==> config.mk <==
export PLATFORM = sky130hd
export DESIGN_NAME = flop_compare_monitor_flat
export DESIGN_NICKNAME = d
export VERILOG_FILES = /design/src/rtl/flopcmp_pkg.sv /design/src/rtl/flop_compare_monitor_if.sv /design/src/rtl/flopcmp_sat_counter.sv /design/src/rtl/flop_compare_monitor.sv /design/src/flat_wrapper.sv
export SDC_FILE = /design/constraint.sdc
export NUM_CORES = 1
export LEC_CHECK = 0
export CORE_UTILIZATION = 45
export DETAILED_ROUTE_END_ITERATION = 6
export HOLD_SLACK_MARGIN = 0.02
export PLACE_DENSITY = 0.69
export SLEW_MARGIN = 20
export SYNTH_ARGS = -nofsm -noshare
export SYNTH_HDL_FRONTEND = slang
export SYNTH_SLANG_ARGS = --single-unit
==> constraint.sdc <==
create_clock -name clk -period 5.82 [get_ports clk]
set_clock_uncertainty 0.05 [all_clocks]
set_input_delay 1.164 -clock clk [delete_from_list [all_inputs] [get_ports clk]]
set_output_delay 1.164 -clock clk [all_outputs]
set_load 0.02 [all_outputs]
==> src/rtl/flopcmp_pkg.sv <==
// Shared types, defaults and helpers for the flop compare monitor.
package flopcmp_pkg;

  typedef enum logic [1:0] {
    ST_IDLE,
    ST_WARMUP,
    ST_CHECK,
    ST_HALT
  } flopcmp_state_e;

  localparam int unsigned DEF_WARMUP   = 30;
  localparam int unsigned DEF_MAX_FAIL = 16;
  localparam int unsigned DEF_CW       = 32;

  // Widest ok vector the helper accepts; callers pad unused bits with 1s.
  localparam int unsigned OK_W_MAX = 64;

  function automatic logic ok_is_pass(input logic [OK_W_MAX-1:0] vec);
    logic pass;
    pass = 1'b1;
    for (int unsigned i = 0; i < OK_W_MAX; i++) begin
      if (vec[i] !== 1'b1) pass = 1'b0;
    end
    return pass;
  endfunction

endpackage

==> src/rtl/flop_compare_monitor_if.sv <==
// Check-tick input and registered result bundle of the flop compare monitor.
interface flop_compare_monitor_if #(
  parameter int unsigned N  = 4,
  parameter int unsigned CW = 32
);
  logic          sample;
  logic [N-1:0]  ok_vec;
  logic          armed;
  logic          fail_sticky;
  logic          halted;
  logic [CW-1:0] check_count;
  logic [CW-1:0] fail_count;
  logic [N-1:0]  first_fail_vec;
  logic [CW-1:0] first_fail_cycle;

  modport master (
    output sample, ok_vec,
    input  armed, fail_sticky, halted, check_count, fail_count,
           first_fail_vec, first_fail_cycle
  );

  modport slave (
    input  sample, ok_vec,
    output armed, fail_sticky, halted, check_count, fail_count,
           first_fail_vec, first_fail_cycle
  );
endinterface

==> src/rtl/flopcmp_sat_counter.sv <==
// Up-counter with enable and async active-high reset; holds at all-ones.
module flopcmp_sat_counter #(
  parameter int unsigned W = 32
) (
  input  logic         clk,
  input  logic         reset,
  input  logic         en,
  output logic [W-1:0] count
);

  always_ff @(posedge clk or posedge reset) begin
    if (reset) begin
      count <= '0;
    end else if (en && (count != '1)) begin
      count <= count + W'(1);
    end
  end

endmodule

==> src/rtl/flop_compare_monitor.sv <==
// Warm-up gated check/failure counter with first-fail capture and halt budget.
// Define FLOPCMP_LOG_EN to print every counted failure in simulation.
module flop_compare_monitor
  import flopcmp_pkg::*;
#(
  parameter int unsigned N        = 4,
  parameter int unsigned WARMUP   = DEF_WARMUP,
  parameter int unsigned MAX_FAIL = DEF_MAX_FAIL,
  parameter int unsigned CW       = DEF_CW
) (
  input  logic                  clk,
  input  logic                  reset,
  flop_compare_monitor_if.slave mon
);

  localparam int unsigned     WW         = (WARMUP > 1) ? $clog2(WARMUP) : 1;
  localparam logic [WW-1:0]   WLOAD      = (WARMUP > 0) ? WW'(WARMUP - 1) : '0;
  localparam logic [CW-1:0]   FAIL_LIMIT = CW'(MAX_FAIL);

  flopcmp_state_e state, state_nxt;
  logic [WW-1:0]  wcnt, wcnt_nxt;

  logic [OK_W_MAX-1:0] ok_pad;
  logic [N-1:0]        ok_known;
  logic                pass;
  logic                check_en;
  logic                fail_en;
  logic                capture_en;
  logic                halt_hit;
  logic [CW-1:0]       cycle_count;

  always_comb begin
    ok_pad        = '1;
    ok_pad[N-1:0] = mon.ok_vec;
    pass          = ok_is_pass(ok_pad);
    ok_known      = '0;
    for (int unsigned i = 0; i < N; i++) begin
      ok_known[i] = (mon.ok_vec[i] === 1'b1);
    end
  end

  assign check_en   = (state == ST_CHECK) && mon.sample;
  assign fail_en    = check_en && !pass;
  assign capture_en = fail_en && !mon.fail_sticky;
  // A saturated count wraps to 0 here, which never matches a nonzero limit.
  assign halt_hit   = (MAX_FAIL != 0) && ((mon.fail_count + CW'(1)) == FAIL_LIMIT);

  always_ff @(posedge clk or posedge reset) begin
    if (reset) begin
      state <= ST_IDLE;
      wcnt  <= '0;
    end else begin
      state <= state_nxt;
      wcnt  <= wcnt_nxt;
    end
  end

  always_comb begin
    state_nxt = state;
    wcnt_nxt  = wcnt;
    case (state)
      ST_IDLE: begin
        if (WARMUP == 0) begin
          state_nxt = ST_CHECK;
        end else begin
          state_nxt = ST_WARMUP;
          wcnt_nxt  = WLOAD;
        end
      end
      ST_WARMUP: begin
        if (wcnt == '0) state_nxt = ST_CHECK;
        else            wcnt_nxt  = wcnt - WW'(1);
      end
      ST_CHECK: begin
        if (fail_en && halt_hit) state_nxt = ST_HALT;
      end
      ST_HALT: begin
        state_nxt = ST_HALT;
      end
      default: state_nxt = ST_IDLE;
    endcase
  end

  assign mon.armed  = (state == ST_CHECK) || (state == ST_HALT);
  assign mon.halted = (state == ST_HALT);

  flopcmp_sat_counter #(.W(CW)) u_cycle_cnt (
    .clk   (clk),
    .reset (reset),
    .en    (1'b1),
    .count (cycle_count)
  );

  flopcmp_sat_counter #(.W(CW)) u_check_cnt (
    .clk   (clk),
    .reset (reset),
    .en    (check_en),
    .count (mon.check_count)
  );

  flopcmp_sat_counter #(.W(CW)) u_fail_cnt (
    .clk   (clk),
    .reset (reset),
    .en    (fail_en),
    .count (mon.fail_count)
  );

  always_ff @(posedge clk or posedge reset) begin
    if (reset) begin
      mon.fail_sticky      <= 1'b0;
      mon.first_fail_vec   <= '1;
      mon.first_fail_cycle <= '0;
    end else begin
      if (capture_en) begin
        mon.fail_sticky      <= 1'b1;
        mon.first_fail_vec   <= ok_known;
        mon.first_fail_cycle <= cycle_count;
      end
`ifdef FLOPCMP_LOG_EN
      if (fail_en) begin
        $display("flopcmp failure cycle=%0d ok_vec=%b", cycle_count, mon.ok_vec);
      end
`else
`endif
    end
  end

endmodule
==> src/flat_wrapper.sv <==
// flat-port wrapper written by rule: the top's interface ports become plain ports
module flop_compare_monitor_flat import flopcmp_pkg::*;
#(
  parameter int unsigned N        = 4,
  parameter int unsigned WARMUP   = DEF_WARMUP,
  parameter int unsigned MAX_FAIL = DEF_MAX_FAIL,
  parameter int unsigned CW       = DEF_CW
)
  (clk, reset, mon_sample, mon_ok_vec, mon_armed, mon_fail_sticky, mon_halted, mon_check_count, mon_fail_count, mon_first_fail_vec, mon_first_fail_cycle);
  flop_compare_monitor_if #(.N(N), .CW(CW)) mon_i ();
  input  logic clk;
  input  logic reset;
  input wire logic [$bits(mon_i.sample)-1:0] mon_sample;
  input wire logic [$bits(mon_i.ok_vec)-1:0] mon_ok_vec;
  output wire logic [$bits(mon_i.armed)-1:0] mon_armed;
  output wire logic [$bits(mon_i.fail_sticky)-1:0] mon_fail_sticky;
  output wire logic [$bits(mon_i.halted)-1:0] mon_halted;
  output wire logic [$bits(mon_i.check_count)-1:0] mon_check_count;
  output wire logic [$bits(mon_i.fail_count)-1:0] mon_fail_count;
  output wire logic [$bits(mon_i.first_fail_vec)-1:0] mon_first_fail_vec;
  output wire logic [$bits(mon_i.first_fail_cycle)-1:0] mon_first_fail_cycle;
  assign mon_i.sample = mon_sample;
  assign mon_i.ok_vec = mon_ok_vec;
  assign mon_armed = mon_i.armed;
  assign mon_fail_sticky = mon_i.fail_sticky;
  assign mon_halted = mon_i.halted;
  assign mon_check_count = mon_i.check_count;
  assign mon_fail_count = mon_i.fail_count;
  assign mon_first_fail_vec = mon_i.first_fail_vec;
  assign mon_first_fail_cycle = mon_i.first_fail_cycle;
  flop_compare_monitor #(.N(N), .WARMUP(WARMUP), .MAX_FAIL(MAX_FAIL), .CW(CW)) u_core (.clk(clk), .reset(reset), .mon(mon_i));
endmodule
==> reports/results.ini, run 1 <==
[synthesis]
ys_ff_latch = 140
synth.distinct_cells = 58
synth_area_per_cell_um2 = 10.8
ys.flop_type = dfrtp_1
syn_inst = 642
ys_seq_area_frac = 0.505
yosysWarningCount = 0
syn_area_um2 = 6940
synth-edff-count = 0
ys_async_sr_fraction = 1.00
synth_fp_nets = 655

[drt]
drc = 0
wl_per_cell_um = 16.1
drt-initial-drc-count = 306
via_count = 5199
wirelength_mm = 15.2
dr.pass1.iters = 4
vias_per_cell = 5.52
drt.antenna.violating_nets = 0

[timing]
period_share = 0.541
fin_crit_ns = 3.15
maxSlewHeadroom = 0.299
setup-violations-final = 0
fin_setup_tns_ns = 0
hold_violations = 0
rsz0062_at_grt = false
worst_pin_slew_ns = 1.04
fmax_ghz = 0.318
slew_viol_final = 0

[clocking]
cts_tree = yes
cts_setup_buffers = 0
cts_buffer_depth = 2
clkSinkCount = 140
cts_resized = 0
clkTransAtPathRegs_ns = 0.06
insertion_delay_ns = 0.42
clock-root-buffer = clkbuf_16
htree_levels = 4
numCtsBuffers = 17
holdBufCountCts = 0

[finish]
mostFrequentLayoutCell = dfrtp_1
fillers = 1236
area_growth_pct = 26.2
drive_gt1_frac = 0.141
antenna_cells = 0
final_cell_mix = 136 x dfrtp_1, 109 x clkdlybuf4s50_1, 61 x xnor2_1
finalNonFillerCells = 942
seqCellArea_um2 = 3510
multiInputGateArea_um2 = 3230
finalNetCount = 754

[floorplanning]
num_io_pins = 110
core_area_um2 = 15100
dieHeight_um = 126
start_util = 0.458
die_w_um = 126
die-area_um2 = 15900
fp-row-count = 45

[power_and_ir_drop]
powerDensity_nw_per_um2 = 300
p_leak_nw = 3.76
irDropWorstVdd_v = 0.000209
p_total_mw = 2.63

[status]
status = finished clean

[flow_run]
maxCapViolations = 0

[placed_design]
gp_congestion = 0.885
place.detailed.hpwl_mm = 10.6
dp.cells = 910
portBuffers = 109

[setup_path]
cp-start-kind = input pin
crit_arrival_ns = 3.39
required_ns = 6.07
cp_max_fo = 36
crit_type = input pin to register
slowest_stage = nor2_4
worstPathCellList = clkdlybuf4s50_1, and3b_1, nand2_1, nor2_4, mux2_2
end_kind = register
slowest_delay_ns = 0.81

[grt]
grt_max_degree = 98
grt_pass1_vias = 5192
grt_pass1_wl_mm = 25.7
track_usage = 0.204
grt_antenna_before_repair = 0
overflow = 0

[hold_path]
hold_path.class = register to register

-- kinds of logic (layout without fill, tap and decap cells) --
group                      after synthesis  in the layout  synth area share
and+or+nand+nor                        277            277             0.225
adders and majority gates                6              6            0.0108
muxes                                   45             45            0.0726
buffers and inverters                   45            157            0.0306
DFF                                    140            140             0.505
xor gates and xnor gates               100            100             0.126
AOI/OAI and AO/OA                       29             29            0.0290
-- final cells by class --
cell class,instances,share of cell area
Clock buffer,26,0.0593
Clock inverter,6,0.0120
Inverter,14,0.00657
Multi-Input combinational cell,457,0.369
Sequential cell,140,0.400
Tap cell,188,0.0268
Timing Repair Buffer,111,0.126
-- per-layer routing --
| layer | share of wire | routed length, um | GRT usage | up-vias |
|---|---|---|---|---|
| li1 | - | - | - | 2465 |
| met1 | 0.45 | 6780 | 0.271 | 2566 |
| met2 | 0.49 | 7420 | 0.316 | 143 |
| met3 | 0.046 | 693 | 0.0518 | 25 |
| met4 | 0.018 | 279 | 0.0872 | 0 |
| met5 | 0 | 0 | 0 | - |
-- cells in the mapped netlist, types with 2 or more instances --
master    instances  area [um2]
nor4_1           14        87.6
nand4_2           3        37.5
and2_1            6        37.5
nor4b_1           4        35.0
nor2_1           44         165
dfstp_2           4         105
or2_2             4        25.0
and3_1            6        37.5
mux2_2           41         462
mux2i_1           2        20.0
o21ai_0           7        35.0
or3_1             9        56.3
o22ai_1           3        18.8
dfrtp_1         136        3400
mux2_1            2        22.5
and4_1           13         114
nand2_1          58         218
ha_1              6        75.1
nor3b_1           3        22.5
buf_6             2        22.5
a211o_1           2        17.5
and3_4            3        33.8
nor3_1           12        60.1
xor2_1           39         342
buf_2            22         110
nand4_1          36         225
nand3_1          35         175
nand2b_1          6        37.5
clkbuf_1          6        22.5
xnor2_1          61         534
nor4_2            3        37.5
a21oi_1           5        25.0
inv_1            14        52.6
nor2_2            6        37.5
a31oi_1           2        12.5
-- registers in the layout (all words and copies together) (netlist names) --
name,flops
u_core.mon.fail_sticky,1
u_core.mon.first_fail_cycle,32
u_core.mon.first_fail_vec,4
u_core.state,2
u_core.u_check_cnt.count,32
u_core.u_cycle_cnt.count,32
u_core.u_fail_cnt.count,32
u_core.wcnt,5
-- worst max-delay path, delay by kind of cell --
kind	cells	cell delay (ns)
AND/OR/NAND/NOR	3	1.32
buffers and inverters	1	0.46
multiplexers	1	0.43
-- through the flow --
step	hold WS [ns]	area, um2	setup slack, ns	utilization
2_1_floorplan	0.401	6940	0.860	-
3_3_place_gp	0.423	8140	2.28	0.537
3_5_place_dp	0.428	8140	2.20	0.537
4_1_cts	0.435	8760	2.64	0.578
5_1_grt	0.449	8760	2.51	0.578
6_report	0.436	8760	2.67	0.578
-- final timing paths --
check | cells after the start | slack, ns | end | start
setup / recovery | 5 | 2.67 | u_core.mon.first_fail_cycle[3] | mon_sample
hold / removal | 1 | 0.44 | u_core.u_cycle_cnt.count[13] | u_core.u_cycle_cnt.count[13]
setup reg to reg | 6 | 2.69 | u_core.u_check_cnt.count[1] | u_core.u_check_cnt.count[2]
hold reg to reg | 1 | 0.44 | u_core.u_cycle_cnt.count[13] | u_core.u_cycle_cnt.count[13]
max in group asynchronous | 3 | 3.37 | u_core.u_cycle_cnt.count[19] | reset
min in group asynchronous | 2 | 1.27 | u_core.u_fail_cnt.count[28] | reset
-- power by group --
part | internal (mW) | switching, mW | leakage, nW
Combinational | 0.174 | 0.191 | 1.57
Sequential | 1.03 | 0.106 | 1.88
Clock | 0.741 | 0.386 | 0.310
Power figures use the tool's default switching activity.
==> run 2: changes to the inputs <==
==> constraint.sdc (replaced) <==
create_clock -name clk -period 3.2 [get_ports clk]
set_clock_uncertainty 0.05 [all_clocks]
set_input_delay 0.64 -clock clk [delete_from_list [all_inputs] [get_ports clk]]
set_output_delay 0.64 -clock clk [all_outputs]
set_load 0.02 [all_outputs]
==> reports/results.ini, run 2 (synthesis results as in run 1) <==
[timing]
fmax_ghz = 0.367
slew_viol_final = 0
fin_setup_tns_ns = 0
fin_crit_ns = 2.72
setup-violations-final = 0
worst_pin_slew_ns = 0.711
hold_violations = 0
maxSlewHeadroom = 0.521
period_share = 0.851
rsz0062_at_grt = false

[drt]
drt.antenna.violating_nets = 0
vias_per_cell = 5.57
wirelength_mm = 15.2
dr.pass1.iters = 5
drc = 0
wl_per_cell_um = 16.0
drt-initial-drc-count = 342
via_count = 5282

[finish]
mostFrequentLayoutCell = dfrtp_1
area_growth_pct = 27.1
fillers = 1240
finalNonFillerCells = 948
finalNetCount = 761
drive_gt1_frac = 0.150
final_area_um2 = 8820
seqCellArea_um2 = 3510
final_cell_mix = 136 x dfrtp_1, 109 x clkdlybuf4s50_1, 61 x xnor2_1
antenna_cells = 0
multiInputGateArea_um2 = 3230

[floorplanning]
dieHeight_um = 126
core_area_um2 = 15100
die-area_um2 = 15900
start_util = 0.458
die_w_um = 126
num_io_pins = 110
fp-row-count = 45

[grt]
grt_max_degree = 68
grt_pass1_vias = 5128
grt_pass1_wl_mm = 25.4
track_usage = 0.202
grt_antenna_before_repair = 0
overflow = 0

[power_and_ir_drop]
p_total_mw = 4.75
powerDensity_nw_per_um2 = 539
irDropWorstVdd_v = 0.000378
p_leak_nw = 3.78

[placed_design]
dpl_cell_area_um2 = 8210
gp_congestion = 0.893
portBuffers = 109
dp.cells = 917
place.detailed.hpwl_mm = 10.8

[clocking]
numCtsBuffers = 17
cts_tree = yes
cts_setup_buffers = 0
clkTransAtPathRegs_ns = 0.06
holdBufCountCts = 0
htree_levels = 4
clkSinkCount = 140
clock-root-buffer = clkbuf_16
cts_resized = 0
insertion_delay_ns = 0.42
cts_buffer_depth = 2

[setup_path]
crit_arrival_ns = 3.00
end_kind = register
required_ns = 3.47
crit_type = register to register
cp-start-kind = register
cp_max_fo = 11

[hold_path]
hold_path.class = register to register

[flow_run]
maxCapViolations = 0

[status]
status = finished clean

## run 2: changes by cell type in the layout (fill, tap and decap cells not counted), sizes merged
cell	previous run	this run
buf	2	9
clkbuf	26	21
clkinv	3	2
clkinvlp	0	5
## run 2: stage by stage
step | hold WS (ns) | util | worst slack [ns]
6_report | 0.441 | 0.582 | 0.477
5_1_grt | 0.464 | 0.582 | 0.260
4_1_cts | 0.443 | 0.582 | 0.506
3_5_place_dp | 0.433 | 0.542 | 0.480
3_3_place_gp | 0.422 | 0.542 | 0.565
2_1_floorplan | 0.401 | - | 0.733
## run 2: worst max-delay path, stage by stage, from the launching register on
cell and delay, ns:
dfrtp_1 0.55, nand4_2 0.24, nor4_1 0.65, and3_1 0.34, xnor2_1 0.14, nand4_1 0.12, a22o_1 0.24, o41ai_2 0.30
## run 2: where the power goes
group          total (mW)  switching, mW  internal (mW)
sequential           2.05          0.177           1.87
clock                2.02          0.740           1.28
combinational       0.683          0.360          0.322
total                4.75           1.28           3.48
## run 2: final timing paths
path,startpoint,endpoint,slack [ns],depth (start not counted)
min in group asynchronous,reset,u_core.u_check_cnt.count[26],0.52,2
hold reg to reg,u_core.u_cycle_cnt.count[13],u_core.u_cycle_cnt.count[13],0.44,1
max in group asynchronous,reset,u_core.mon.first_fail_vec[1],1.87,3
setup reg to reg,u_core.u_fail_cnt.count[6],u_core.state[0],0.48,7
hold / removal,u_core.u_cycle_cnt.count[13],u_core.u_cycle_cnt.count[13],0.44,1
setup / recovery,u_core.u_fail_cnt.count[6],u_core.state[0],0.48,7
## run 2: final cells by class
cell class / instances / share of cell area
timing repair buffer: 118 / 0.134
tap: 188 / 0.0267
multi-input combinational: 457 / 0.366
inverter: 14 / 0.00638
sequential: 140 / 0.398
clock buffer: 21 / 0.0533
clock inverter: 10 / 0.0157
## run 2: routing by layer
layer | wire [um] | share of wire | vias up | track usage
met3 | 777 | 0.051 | 23 | 0.0463
met4 | 268 | 0.018 | 0 | 0.0836
met1 | 6650 | 0.44 | 2627 | 0.263
met5 | 0 | 0 | - | 0
li1 | - | - | 2461 | -
met2 | 7480 | 0.49 | 171 | 0.326
==> run 3: changes to the inputs <==
--- a/config.mk
+++ b/config.mk
@@ -5,6 +5,7 @@
 export SDC_FILE = /design/constraint.sdc
 export NUM_CORES = 1
 export LEC_CHECK = 0
+export CORE_ASPECT_RATIO = 1.5
 export CORE_UTILIZATION = 45
 export DETAILED_ROUTE_END_ITERATION = 6
 export HOLD_SLACK_MARGIN = 0.02
==> reports/results.ini, run 3 (synthesis results as in run 1) <==
[drt]
drc = 0
top_layer = met4
drt-initial-drc-count = 202
wl_met3_um = 621
via_count = 5264
wl_met2_mm = 8.17
wl_per_cell_um = 16.3
wirelength_mm = 15.7
vias_per_cell = 5.48
dr.pass1.iters = 4
drt.antenna.violating_nets = 0
wl_met1_mm = 6.37

[clocking]
clkTransAtPathRegs_ns = 0.06
numCtsBuffers = 17
clkSinkCount = 140
cts_tree = yes
clock-root-buffer = clkbuf_16
cts_resized = 0
cts_setup_buffers = 0
holdBufCountCts = 0
cts_buffer_depth = 2
htree_levels = 4
insertion_delay_ns = 0.41

[hold_path]
whs_endpoint = u_core.u_check_cnt.count[7]
min_path_cells = 1
hold_path.class = register to register
hp-start = u_core.u_check_cnt.count[7]

[finish]
fillers = 1243
multiInputGateArea_um2 = 3230
antenna_cells = 0
seqCellArea_um2 = 3510
area_growth_pct = 27.6
final_area_um2 = 8860
drive_gt1_frac = 0.150
mostFrequentLayoutCell = dfrtp_1
final_core_util = 0.588
finalNetCount = 761
finalNonFillerCells = 960
final_cell_mix = 136 x dfrtp_1, 109 x clkdlybuf4s50_1, 61 x xnor2_1

[power_and_ir_drop]
p_leak_nw = 3.79
p_total_mw = 4.85
powerDensity_nw_per_um2 = 547
irDropWorstVdd_v = 0.000381

[placed_design]
portBuffers = 109
dpl_cell_area_um2 = 8230
gp_congestion = 0.852
place.detailed.hpwl_mm = 11.0
dp.cells = 928

[floorplanning]
die-area_um2 = 15900
die_w_um = 103
start_util = 0.461
fp-row-count = 55
core_area_um2 = 15100
num_io_pins = 110
dieHeight_um = 154

[setup_path]
crit_type = register to register
reg2reg_slack_ns = 0.36
crit_arrival_ns = 3.10
cp-start-kind = register
required_ns = 3.46
reg2reg_to = u_core.state[0]
rr_startpoint = u_core.u_fail_cnt.count[0]
ff2ff_path_depth = 8
cp_max_fo = 10
end_kind = register

[timing]
maxSlewHeadroom = 0.489
period_share = 0.888
rsz0062_at_grt = false
slew_viol_final = 0
fin_crit_ns = 2.84
fmax_ghz = 0.352
setup-violations-final = 0
worst_pin_slew_ns = 0.766
fin_setup_tns_ns = 0
hold_violations = 0

[grt]
track_usage = 0.214
overflow = 0
grt_max_degree = 141
grt_antenna_before_repair = 0
grt_pass1_vias = 5383
grt_pass1_wl_mm = 26.4

[status]
status = finished clean

[flow_run]
maxCapViolations = 0

run 3: cell types whose count changed in the layout (fill, tap and decap cells not counted):
| cell | delta |
|---|---|
| inv_6 | +3 |
| clkbuf_8 | -2 |
| clkinvlp_4 | -2 |
| bufinv_16 | +1 |
| clkbuf_1 | +1 |
| clkinv_2 | -1 |
| clkinv_4 | +1 |
run 3: routing by layer:
metal,global-route usage,vias up
met5,0,-
met4,0.107,0
met3,0.0541,40
met2,0.354,139
met1,0.252,2619
li1,-,2466
run 3: through the flow:
step	setup slack, ns	hold slack [ns]
6_report	0.360	0.436
5_1_grt	0.220	0.469
4_1_cts	0.394	0.442
3_5_place_dp	0.433	0.434
3_3_place_gp	0.550	0.421
2_1_floorplan	0.733	0.401
run 3: cell type report:
| type | count | share of cell area |
|---|---|---|
| tap | 199 | 0.0281 |
| clock buffer | 20 | 0.0504 |
| inverter | 14 | 0.00636 |
| sequential | 140 | 0.396 |
| multi-input combinational | 457 | 0.365 |
| clock inverter | 12 | 0.0208 |
| timing repair buffer | 118 | 0.134 |
run 3: where the power goes:
part / internal (mW) / switching (mW)
Clock: 1.34 / 0.768
Combinational: 0.322 / 0.369
Sequential: 1.87 / 0.182
Total: 3.53 / 1.32
run 3: worst max-delay path: stages (launching register included):
cell and delay, ns:
dfrtp_1 0.48, ha_1 0.44, nand4_1 0.23, nor4_4 0.48, nand3_2 0.17, mux2_1 0.35, nor2_1 0.09, o22ai_1 0.11
o41ai_2 0.35
run 3: worst max-delay path by stage:
| stage | from | slack, ns | depth (start not counted) | end |
|---|---|---|---|---|
| finish | u_core.u_fail_cnt.count[0] | 0.36 | 8 | u_core.state[0] |
| global route | u_core.u_fail_cnt.count[0] | 0.22 | 8 | u_core.state[0] |
| CTS | u_core.u_fail_cnt.count[0] | 0.39 | 8 | u_core.state[0] |
| detailed placement | u_core.u_fail_cnt.count[0] | 0.43 | 8 | u_core.state[0] |
| global placement | mon_sample | 0.55 | 8 | u_core.state[0] |
| floorplan | u_core.u_fail_cnt.count[0] | 0.73 | 9 | u_core.state[0] |
